## config.mk

```make
export PLATFORM = sky130hd
export DESIGN_NAME = multicycle_ctrl
export DESIGN_NICKNAME = d
export VERILOG_FILES = /design/src/rtl/multicycle_ctrl_pkg.sv /design/src/rtl/mem_wait_timer.sv /design/src/rtl/multicycle_ctrl.sv
export SDC_FILE = /design/constraint.sdc
export NUM_CORES = 1
export LEC_CHECK = 0
export BUFFER_PORTS_ARGS = -buffer_cell sky130_fd_sc_hd__buf_2
export CAP_MARGIN = 10
export CORE_MARGIN = 1.5
export CORE_UTILIZATION = 35
export CTS_CLUSTER_DIAMETER = 50
export CTS_CLUSTER_SIZE = 14
export DETAILED_ROUTE_END_ITERATION = 6
export PLACE_DENSITY = 0.69
export SYNTH_ARGS = -nofsm -noshare
export SYNTH_HDL_FRONTEND = slang
export SYNTH_SLANG_ARGS = --single-unit
```

## constraint.sdc

```tcl
create_clock -name clk -period 2.75 [get_ports clk]
set_clock_uncertainty 0.2 [all_clocks]
set_input_delay 0.55 -clock clk [delete_from_list [all_inputs] [get_ports clk]]
set_output_delay 0.55 -clock clk [all_outputs]
set_load 0.03 [all_outputs]
```

## src/rtl/multicycle_ctrl_pkg.sv

```systemverilog
// Shared constants for the MiniTinyMIPS multi-cycle controller: state codes,
// opcode/funct values, ALU class encodings and datapath mux selector codes.
package multicycle_ctrl_pkg;

    typedef enum logic [3:0] {
        ST_IDLE   = 4'd0,
        ST_FETCH  = 4'd1,
        ST_DECODE = 4'd2,
        ST_MEMADR = 4'd3,
        ST_MEMRD  = 4'd4,
        ST_MEMWB  = 4'd5,
        ST_MEMWR  = 4'd6,
        ST_EXEC   = 4'd7,
        ST_RWB    = 4'd8,
        ST_IEXEC  = 4'd9,
        ST_IWB    = 4'd10,
        ST_HALT   = 4'd11,
        ST_BR     = 4'd12,
        ST_JMP    = 4'd13
    } state_e;

    localparam logic [5:0] OP_RTYPE = 6'b000000;
    localparam logic [5:0] OP_LW    = 6'b100011;
    localparam logic [5:0] OP_SW    = 6'b101011;
    localparam logic [5:0] OP_BEQ   = 6'b000100;
    localparam logic [5:0] OP_J     = 6'b000010;
    localparam logic [5:0] OP_ORI   = 6'b001101;
    localparam logic [5:0] OP_ADDIU = 6'b001001;
    localparam logic [5:0] OP_LUI   = 6'b001111;
    localparam logic [5:0] FN_JR    = 6'b001000;

    localparam logic [4:0] ALU_ADD   = 5'b00000;
    localparam logic [4:0] ALU_SUB   = 5'b01000;
    localparam logic [4:0] ALU_FUNCT = 5'b10000;
    localparam logic [4:0] ALU_OR    = 5'b00100;
    localparam logic [4:0] ALU_LUI   = 5'b00010;

    localparam logic [1:0] SRCB_B       = 2'b00;
    localparam logic [1:0] SRCB_FOUR    = 2'b01;
    localparam logic [1:0] SRCB_IMM     = 2'b10;
    localparam logic [1:0] SRCB_IMM_SH2 = 2'b11;

    localparam logic [1:0] PCSRC_ALU    = 2'b00;
    localparam logic [1:0] PCSRC_ALUOUT = 2'b01;
    localparam logic [1:0] PCSRC_JUMP   = 2'b10;
    localparam logic [1:0] PCSRC_REGA   = 2'b11;

    function automatic logic [4:0] imm_alu_op(input logic [5:0] op);
        case (op)
            OP_ORI:  return ALU_OR;
            OP_LUI:  return ALU_LUI;
            default: return ALU_ADD;
        endcase
    endfunction

endpackage

```

## src/rtl/mem_wait_timer.sv

```systemverilog
// Counts consecutive cycles spent waiting on a memory handshake and flags the
// cycle in which the wait reaches LIMIT without the handshake completing.
module mem_wait_timer #(
    parameter int LIMIT = 16,
    parameter int W     = 8
) (
    input  logic clk_i,
    input  logic rst_ni,
    input  logic clear_i,
    input  logic enable_i,
    output logic expired_o
);

    logic [W-1:0] count_q, count_d;

    always_comb begin
        count_d = count_q;
        if (clear_i) begin
            count_d = '0;
        end else if (enable_i) begin
            count_d = count_q + 1'b1;
        end
    end

    always_ff @(posedge clk_i or negedge rst_ni) begin
        if (!rst_ni) begin
            count_q <= '0;
        end else begin
            count_q <= count_d;
        end
    end

    // Expiry is only meaningful while still waiting, so a handshake in the limit cycle wins.
    assign expired_o = enable_i && !clear_i && (count_q == W'(LIMIT - 1));

endmodule

```

## src/rtl/multicycle_ctrl.sv

```systemverilog
// Main control FSM of the multi-cycle MiniTinyMIPS core: sequences fetch,
// decode, execute, memory and writeback and drives the datapath controls.
module multicycle_ctrl
    import multicycle_ctrl_pkg::*;
#(
    parameter int TIMEOUT_CYCLES = 16,
    parameter int RESET_PC_HOLD  = 1
) (
    input  logic       clk,
    input  logic       rst_n,
    input  logic [5:0] opcode,
    input  logic [5:0] funct,
    input  logic       mem_ready,
    output logic       pc_write,
    output logic       pc_write_cond,
    output logic       i_or_d,
    output logic       mem_read,
    output logic       mem_write,
    output logic       ir_write,
    output logic       reg_dst,
    output logic       mem_to_reg,
    output logic       reg_write,
    output logic       alu_src_a,
    output logic [1:0] alu_src_b,
    output logic [1:0] pc_source,
    output logic [4:0] alu_ct_op,
    output logic       illegal_instr,
    output logic       bus_err,
    output logic [3:0] state_dbg
);

    state_e     state_q, state_d;
    logic [3:0] hold_q, hold_d;
    logic [5:0] op_q, op_d;
    logic       illegal_q, illegal_d;
    logic       bus_err_q, bus_err_d;
    logic       waiting, timer_clear, timer_enable, timer_expired;

    assign waiting      = (state_q == ST_FETCH) || (state_q == ST_MEMRD) || (state_q == ST_MEMWR);
    assign timer_enable = waiting && !mem_ready;
    assign timer_clear  = !waiting || mem_ready;

    mem_wait_timer #(
        .LIMIT (TIMEOUT_CYCLES),
        .W     (8)
    ) u_timer (
        .clk_i     (clk),
        .rst_ni    (rst_n),
        .clear_i   (timer_clear),
        .enable_i  (timer_enable),
        .expired_o (timer_expired)
    );

    always_comb begin
        state_d       = state_q;
        hold_d        = hold_q;
        op_d          = op_q;
        illegal_d     = illegal_q;
        bus_err_d     = bus_err_q;
        pc_write      = 1'b0;
        pc_write_cond = 1'b0;
        i_or_d        = 1'b0;
        mem_read      = 1'b0;
        mem_write     = 1'b0;
        ir_write      = 1'b0;
        reg_dst       = 1'b0;
        mem_to_reg    = 1'b0;
        reg_write     = 1'b0;
        alu_src_a     = 1'b0;
        alu_src_b     = SRCB_B;
        pc_source     = PCSRC_ALU;
        alu_ct_op     = ALU_ADD;

        case (state_q)
            ST_IDLE: begin
                if (hold_q == 4'(RESET_PC_HOLD - 1)) begin
                    state_d = ST_FETCH;
                end else begin
                    hold_d = hold_q + 4'd1;
                end
            end
            ST_FETCH: begin
                mem_read  = 1'b1;
                alu_src_b = SRCB_FOUR;
                alu_ct_op = ALU_ADD;
                if (mem_ready) begin
                    ir_write  = 1'b1;
                    pc_write  = 1'b1;
                    pc_source = PCSRC_ALU;
                    state_d   = ST_DECODE;
                end else if (timer_expired) begin
                    bus_err_d = 1'b1;
                    state_d   = ST_HALT;
                end
            end
            ST_DECODE: begin
                // ALU precomputes the branch target while the opcode is decoded.
                alu_src_b = SRCB_IMM_SH2;
                alu_ct_op = ALU_ADD;
                op_d      = opcode;
                case (opcode)
                    OP_LW, OP_SW: state_d = ST_MEMADR;
                    OP_RTYPE: begin
                        if (funct == FN_JR) begin
                            pc_write  = 1'b1;
                            pc_source = PCSRC_REGA;
                            state_d   = ST_FETCH;
                        end else begin
                            state_d = ST_EXEC;
                        end
                    end
                    OP_BEQ:                   state_d = ST_BR;
                    OP_J:                     state_d = ST_JMP;
                    OP_ORI, OP_ADDIU, OP_LUI: state_d = ST_IEXEC;
                    default: begin
                        illegal_d = 1'b1;
                        state_d   = ST_HALT;
                    end
                endcase
            end
            ST_MEMADR: begin
                alu_src_a = 1'b1;
                alu_src_b = SRCB_IMM;
                alu_ct_op = ALU_ADD;
                state_d   = (op_q == OP_SW) ? ST_MEMWR : ST_MEMRD;
            end
            ST_MEMRD: begin
                i_or_d   = 1'b1;
                mem_read = 1'b1;
                if (mem_ready) begin
                    state_d = ST_MEMWB;
                end else if (timer_expired) begin
                    bus_err_d = 1'b1;
                    state_d   = ST_HALT;
                end
            end
            ST_MEMWR: begin
                i_or_d    = 1'b1;
                mem_write = 1'b1;
                if (mem_ready) begin
                    state_d = ST_FETCH;
                end else if (timer_expired) begin
                    bus_err_d = 1'b1;
                    state_d   = ST_HALT;
                end
            end
            ST_MEMWB: begin
                reg_write  = 1'b1;
                mem_to_reg = 1'b1;
                state_d    = ST_FETCH;
            end
            ST_EXEC: begin
                alu_src_a = 1'b1;
                alu_src_b = SRCB_B;
                alu_ct_op = ALU_FUNCT;
                state_d   = ST_RWB;
            end
            ST_RWB: begin
                reg_write = 1'b1;
                reg_dst   = 1'b1;
                state_d   = ST_FETCH;
            end
            ST_IEXEC: begin
                alu_src_a = 1'b1;
                alu_src_b = SRCB_IMM;
                alu_ct_op = imm_alu_op(op_q);
                state_d   = ST_IWB;
            end
            ST_IWB: begin
                reg_write = 1'b1;
                state_d   = ST_FETCH;
            end
            ST_BR: begin
                alu_src_a     = 1'b1;
                alu_src_b     = SRCB_B;
                alu_ct_op     = ALU_SUB;
                pc_write_cond = 1'b1;
                pc_source     = PCSRC_ALUOUT;
                state_d       = ST_FETCH;
            end
            ST_JMP: begin
                pc_write  = 1'b1;
                pc_source = PCSRC_JUMP;
                state_d   = ST_FETCH;
            end
            ST_HALT: state_d = ST_HALT;
            default: state_d = ST_HALT;
        endcase
    end

    always_ff @(posedge clk or negedge rst_n) begin
        if (!rst_n) begin
            state_q   <= ST_IDLE;
            hold_q    <= '0;
            op_q      <= '0;
            illegal_q <= 1'b0;
            bus_err_q <= 1'b0;
        end else begin
            state_q   <= state_d;
            hold_q    <= hold_d;
            op_q      <= op_d;
            illegal_q <= illegal_d;
            bus_err_q <= bus_err_d;
        end
    end

    assign illegal_instr = illegal_q;
    assign bus_err       = bus_err_q;
    assign state_dbg     = state_q;

endmodule

```

## After elaboration in Yosys (flattened, before gate mapping)

Cells that the tools add are included.
Widths: inputs -> output; s select.

| word-level totals | value |
|---|---|
| register bits after elaboration | 24 |
| input port bits | 15 |
| output and inout port bits | 25 |
| word-level logic and storage cells | 92 |

| operators by class | value |
|---|---|
| add/sub/neg operators | 2 |
| eq/ne operators | 25 |
| reductions and logical operators | 26 |
| bitwise operators | 3 |
| mux-type cells | 30 |

Operator list:

| cell | count |
|---|---|
| $eq 6x4->1 const B | 6 |
| $pmux 4 s9 | 1 |
| $eq 4x4->1 const B | 5 |
| $mux 4 | 5 |
| $pmux 4 s5 | 1 |
| $eq 6x6->1 const B | 3 |
| $eq 4x3->1 const B | 4 |
| $mux 8 | 2 |
| $pmux 5 s3 | 1 |
| $mux 1 | 12 |
| $pmux 2 s3 | 2 |
| $reduce_or 3->1 | 3 |
| $add 8x1->8 const B | 1 |
| $eq 4x2->1 const B | 2 |
| $eq 8x4->1 const B | 1 |
| $logic_not 4->1 | 2 |
| $reduce_or 2->1 | 4 |
| $reduce_or 8->1 | 1 |
| $eq 6x2->1 const B | 1 |
| $eq 6x3->1 const B | 1 |
| $logic_not 6->1 | 1 |
| $mux 2 | 3 |
| $pmux 3 s2 | 1 |
| $reduce_or 5->1 | 1 |
| 13 further kinds | 22 |

## Depth between registers and ports, before layout

| logic depth | value |
|---|---|
| word-level depth | 11 |
| gate-level depth with buffers | 6 |
| depth with buffers taken out | 5 |

## Hierarchy

Synthesis repeated with hierarchy kept, for this count alone.

| unflattened totals | value |
|---|---|
| cell total of the unflattened synthesis | 193 |
| area total of the unflattened synthesis | 1609.0 um^2 |

By module, submodules not included:

| module | times used | cells an instance | area each (um^2) | seq. area each (um^2) |
|---|---|---|---|---|
| multicycle_ctrl | 1 | 153 | 1197.4 | 400.4 |
| mem_wait_timer | 1 | 40 | 411.6 | 200.2 |

## Least setup slack after synthesis

Ideal clock, no wire load.

| timing path | value |
|---|---|
| path kind | reg2out |
| start point | reg state_q[1] (netlist: state_dbg[1]) |
| end point | out alu_ct_op[2] |
| slack | -0.214 ns |
| cell stages (with the launch flop) | 7 |
| required time | 2.000 ns |
| arrival time | 2.214 ns |
| path buffers | 2 |
| cells stage by stage | dfrtp_1 > clkbuf_1 > nand2b_1 > clkbuf_1 > nor2_1 > nand2_1 > nor4b_1 |

| on the way | value |
|---|---|
| longest elaborated chain between the ends | 2 |
| elaborated cells between the ends (all ways) | 4 |
| those cells by class | eq/ne (3); mux (1) |

RTL lines:

| what | RTL line | source |
|---|---|---|
| from (decl) | multicycle_ctrl.sv:32 | `state_e state_q, state_d;` |
| from (signal assigned) | multicycle_ctrl.sv:199 | `state_q <= state_d;` |
| $eq 4x4->1 or $eq 4x3->1 (tied branches) | multicycle_ctrl.sv:74 | `case (state_q)` |
| $pmux 5 s3 (*) | multicycle_ctrl.sv:74 |  |
| to (decl) | multicycle_ctrl.sv:26 | `output logic [4:0] alu_ct_op,` |

Every way passes the cells marked *; elsewhere a longest branch is shown, timed or not.

## Final worst setup path

| timing path | value |
|---|---|
| start point | in opcode[0] |
| end point | out pc_source[1] |

| on the way | value |
|---|---|
| longest elaborated chain between the ends | 3 |

RTL lines:

| what | RTL line | source |
|---|---|---|
| from (decl) | multicycle_ctrl.sv:11 | `input logic [5:0] opcode,` |
| $logic_not 6->1 | multicycle_ctrl.sv:101 | `case (opcode)` |
| $mux 2 | multicycle_ctrl.sv:101 |  |
| $pmux 2 s3 | multicycle_ctrl.sv:74 |  |
| to (decl) | multicycle_ctrl.sv:25 | `output logic [1:0] pc_source,` |

Every way passes these cells.

==> impl_metrics.csv <==
group,metric,value,unit
critical_path,crit_type,"in2out",
critical_path,path_max_fanout,3,
power,peakVddDrop,0.2646,mV
synth,synth_most_common_cell,"nand2_1",
sta,hold_viol,0,
grt,antenna_found_initial,0,
clocking,cts_root_buf,"clkbuf_8",
grt,grt_pass1_vias,1322,
sta,period_share,101.3,%
critical_path,crit_chain,"buf_6, or4_4, nor2_4, or4b_4, o21ai_2, buf_6",
synth,synth_area,1526,sq um
floorplanning,die_y,69.04,microns
critical_path,rr_worst_depth,6,
place,place.gp.congestion,0.8294,
clocking,clkLatencyLatePin,270,ps
critical_path,slowest_delay,550,ps
drt,route.vias.total,1425,
flow_run,max_cap_violations,0,
drt,first_iter_violations,87,
sta,timing.fmax,359.0,MHz
sta,report.final.slew_viol_count,0,
synth,yosys_register_bits,24,
synth,synth_edf_count,0,
critical_path,cp-start-kind,"input pin",
min_path,hold_class,"in2async",
synth,yosysTopAreaCell,"dfrtp_1",
grt,grt_overflow_total,0,
synth,yosysSeqAreaShare,39.34,%
power,p_int,969.6,uW
sta,worst_slew_pin_slew,599.4,ps
synth,synth_flop_cell,"dfrtp_1",
drt,drc_errors,0,
cells_and_area,final_nets,248,
synth,synthTopCellsByArea,"dfrtp_1, nand2_1, nor2_1",
clocking,clock_sinks,24,
sta,max_slew_margin,59.54,%
synth,synthesis.nets,205,
floorplanning,rows,23,
power,p_seq_share,28.5,%
sta,hold_ws,56.86,ps
power,p_sw_share,44.94,%
grt,grt_use_total,15.85,%
floorplanning,fp.dieArea,4767,sq um
drt,ant_nets,0,
cells_and_area,drive_gt1_share,28.82,%
floorplanning,fp.dieW,69.04,microns
drt,drt-pass1-iter-count,4,
critical_path,cp_common_cell,"buf_6",
cells_and_area,num_antenna_cells,0,
clocking,cts_tree,"built",
synth,avgSynthCellArea,8.163,sq um
cells_and_area,synthToLayoutAreaGrowth,26.80,%
power,p_clk_share,17.7,%
critical_path,rrSetupSlack,610,ps
critical_path,worst-path-stages,6,
power,power_density,909.9,nW/um^2
synth,yosysWarnings,0,
cells_and_area,nFillCells,422,
drt,via_per_inst,5.108,
status,status,"complete, but fails checks",
critical_path,r2r-start,"state_dbg[1]",
sta,setup_tns,-77.78,ps
floorplanning,core,4086,sq um
clocking,cts_htree_levels,1,
critical_path,crit_family,"simple AND/OR/NAND/NOR gates",
status,violations,"setup timing",
sta,grt_setup_unrepaired,"yes",
critical_path,end_kind,"output pin",
clocking,numCtsBuffers,3,
power,p_comb_share,53.8,%
clocking,post_cts_buffers,0,
critical_path,worstPathBufferInverterCount,2,
sta,min_period,2786,ps
critical_path,cp_slowest_cell,"or4_4",
synth,synth_top_area_share,39.34,%
synth,synthCells,187,
critical_path,r2r_end,"state_dbg[2]",
clocking,clock_path_buffers,2,
clocking,clkTransAtPathRegs,80,ps
place,place_ws,-89.42,ps
floorplanning,initial_core_util,37.35,%
grt,grt_max_degree,25,
drt,routed_wl,3588,microns
critical_path,arrival,2040,ps
power,p_switching,791.5,uW
synth,synth_common_cells,"nand2_1, dfrtp_1, nor2_1, nor3_1, o21ai_0",
clocking,hold_buffers,0,
synth,synth.distinct_cells,49,
synth,synthArstFlopShare,100.0,%
sta,setup_viol,3,
power,leakage,0.0009020,uW
place,numPortBuffers,38,
place,place_hpwl,2612,microns
grt,grt_pass1_wl,6203,microns
floorplanning,num_io_pins,40,
critical_path,cp.required,2000,ps
sta,worst_slack,-35.90,ps
drt,wl_per_cell,12.86,microns
==> routing by layer <==
layer,vias up,global-route usage [%],share of wire (%)
li1,731,-,-
met1,661,21.80,49
met2,26,24.25,46
met3,7,3.070,3.5
met4,0,6.754,2.1
met5,-,0,0
==> worst max-delay path by stage <==
stage	startpoint	slack [ps]	end
4_1_cts	opcode[0]	-40	pc_source[1]
2_1_floorplan	state_dbg[3]	2	pc_source[0]
5_1_grt	opcode[0]	-80	pc_source[1]
3_3_place_gp	opcode[0]	-90	pc_source[1]
6_report	opcode[0]	-40	pc_source[1]
3_5_place_dp	opcode[0]	-90	pc_source[1]
==> metrics by stage <==
step                total power, uW  cell area, sq um  instances  utilization [%]
floorplan                      1175              1548        187                -
global route                   1889              1936        279            47.37
detailed placement             1445              1834        275            44.89
finish                         1761              1936        279            47.37
CTS                            1770              1936        279            47.37
global placement               1431              1834        275            44.89
==> kinds of logic after synthesis <==
kind of cell               synth area share [%]
DFF                                       39.34
xor gates and xnor gates                  5.164
buffers and inverters                     5.164
AOI/OAI and AO/OA                         12.38
and+or+nand+nor                           33.85
adders and majority gates                 2.459
muxes                                     1.393
other                                    0.2457
==> layout by cell type (no fill, tap or decap), types with 4 or more instances in the layout <==
| cell | instances |
|---|---|
| buf_2 | 34 |
| nand2_1 | 32 |
| nor2_1 | 24 |
| dfrtp_1 | 24 |
| buf_4 | 13 |
| nor3_1 | 10 |
| xnor2_1 | 6 |
| o21ai_0 | 6 |
| a21oi_1 | 6 |
| nand2b_1 | 5 |
| nor2b_1 | 4 |
| inv_1 | 4 |
| nand3_1 | 4 |
| buf_6 | 4 |
==> final cells by class <==
type	count	area (sq um)	area share [%]
multi-input combinational	146	873.3	45.12
sequential	24	600.6	31.03
timing repair buffer	51	312.8	16.16
clock buffer	3	41.29	2.133
clock inverter	1	30.03	1.551
inverter	4	15.01	0.7757
tap	50	62.56	3.232
==> flip-flops by register name, indices dropped and copies added, names as in the netlist <==
signal	count
bus_err	1
hold_q	4
illegal_instr	1
op_q	6
state_dbg	4
u_timer.count_q	8
==> power by group through the flow <==
stage	Clock (uW)	Combinational (uW)	Sequential, uW
global placement	0	924	507
floorplan	0	638	537
global route	333	1040	519
detailed placement	0	934	510
finish	312	947	502
CTS	320	947	503
==> repair_timing <==
action	CTS	global route
cloned	0	0
pin swaps	1	0
endpoints found under the hold margin	0	0
gates resized for setup	8	0
endpoints found under the setup margin	3	3
No activity file was read; power rests on OpenSTA's default activity.
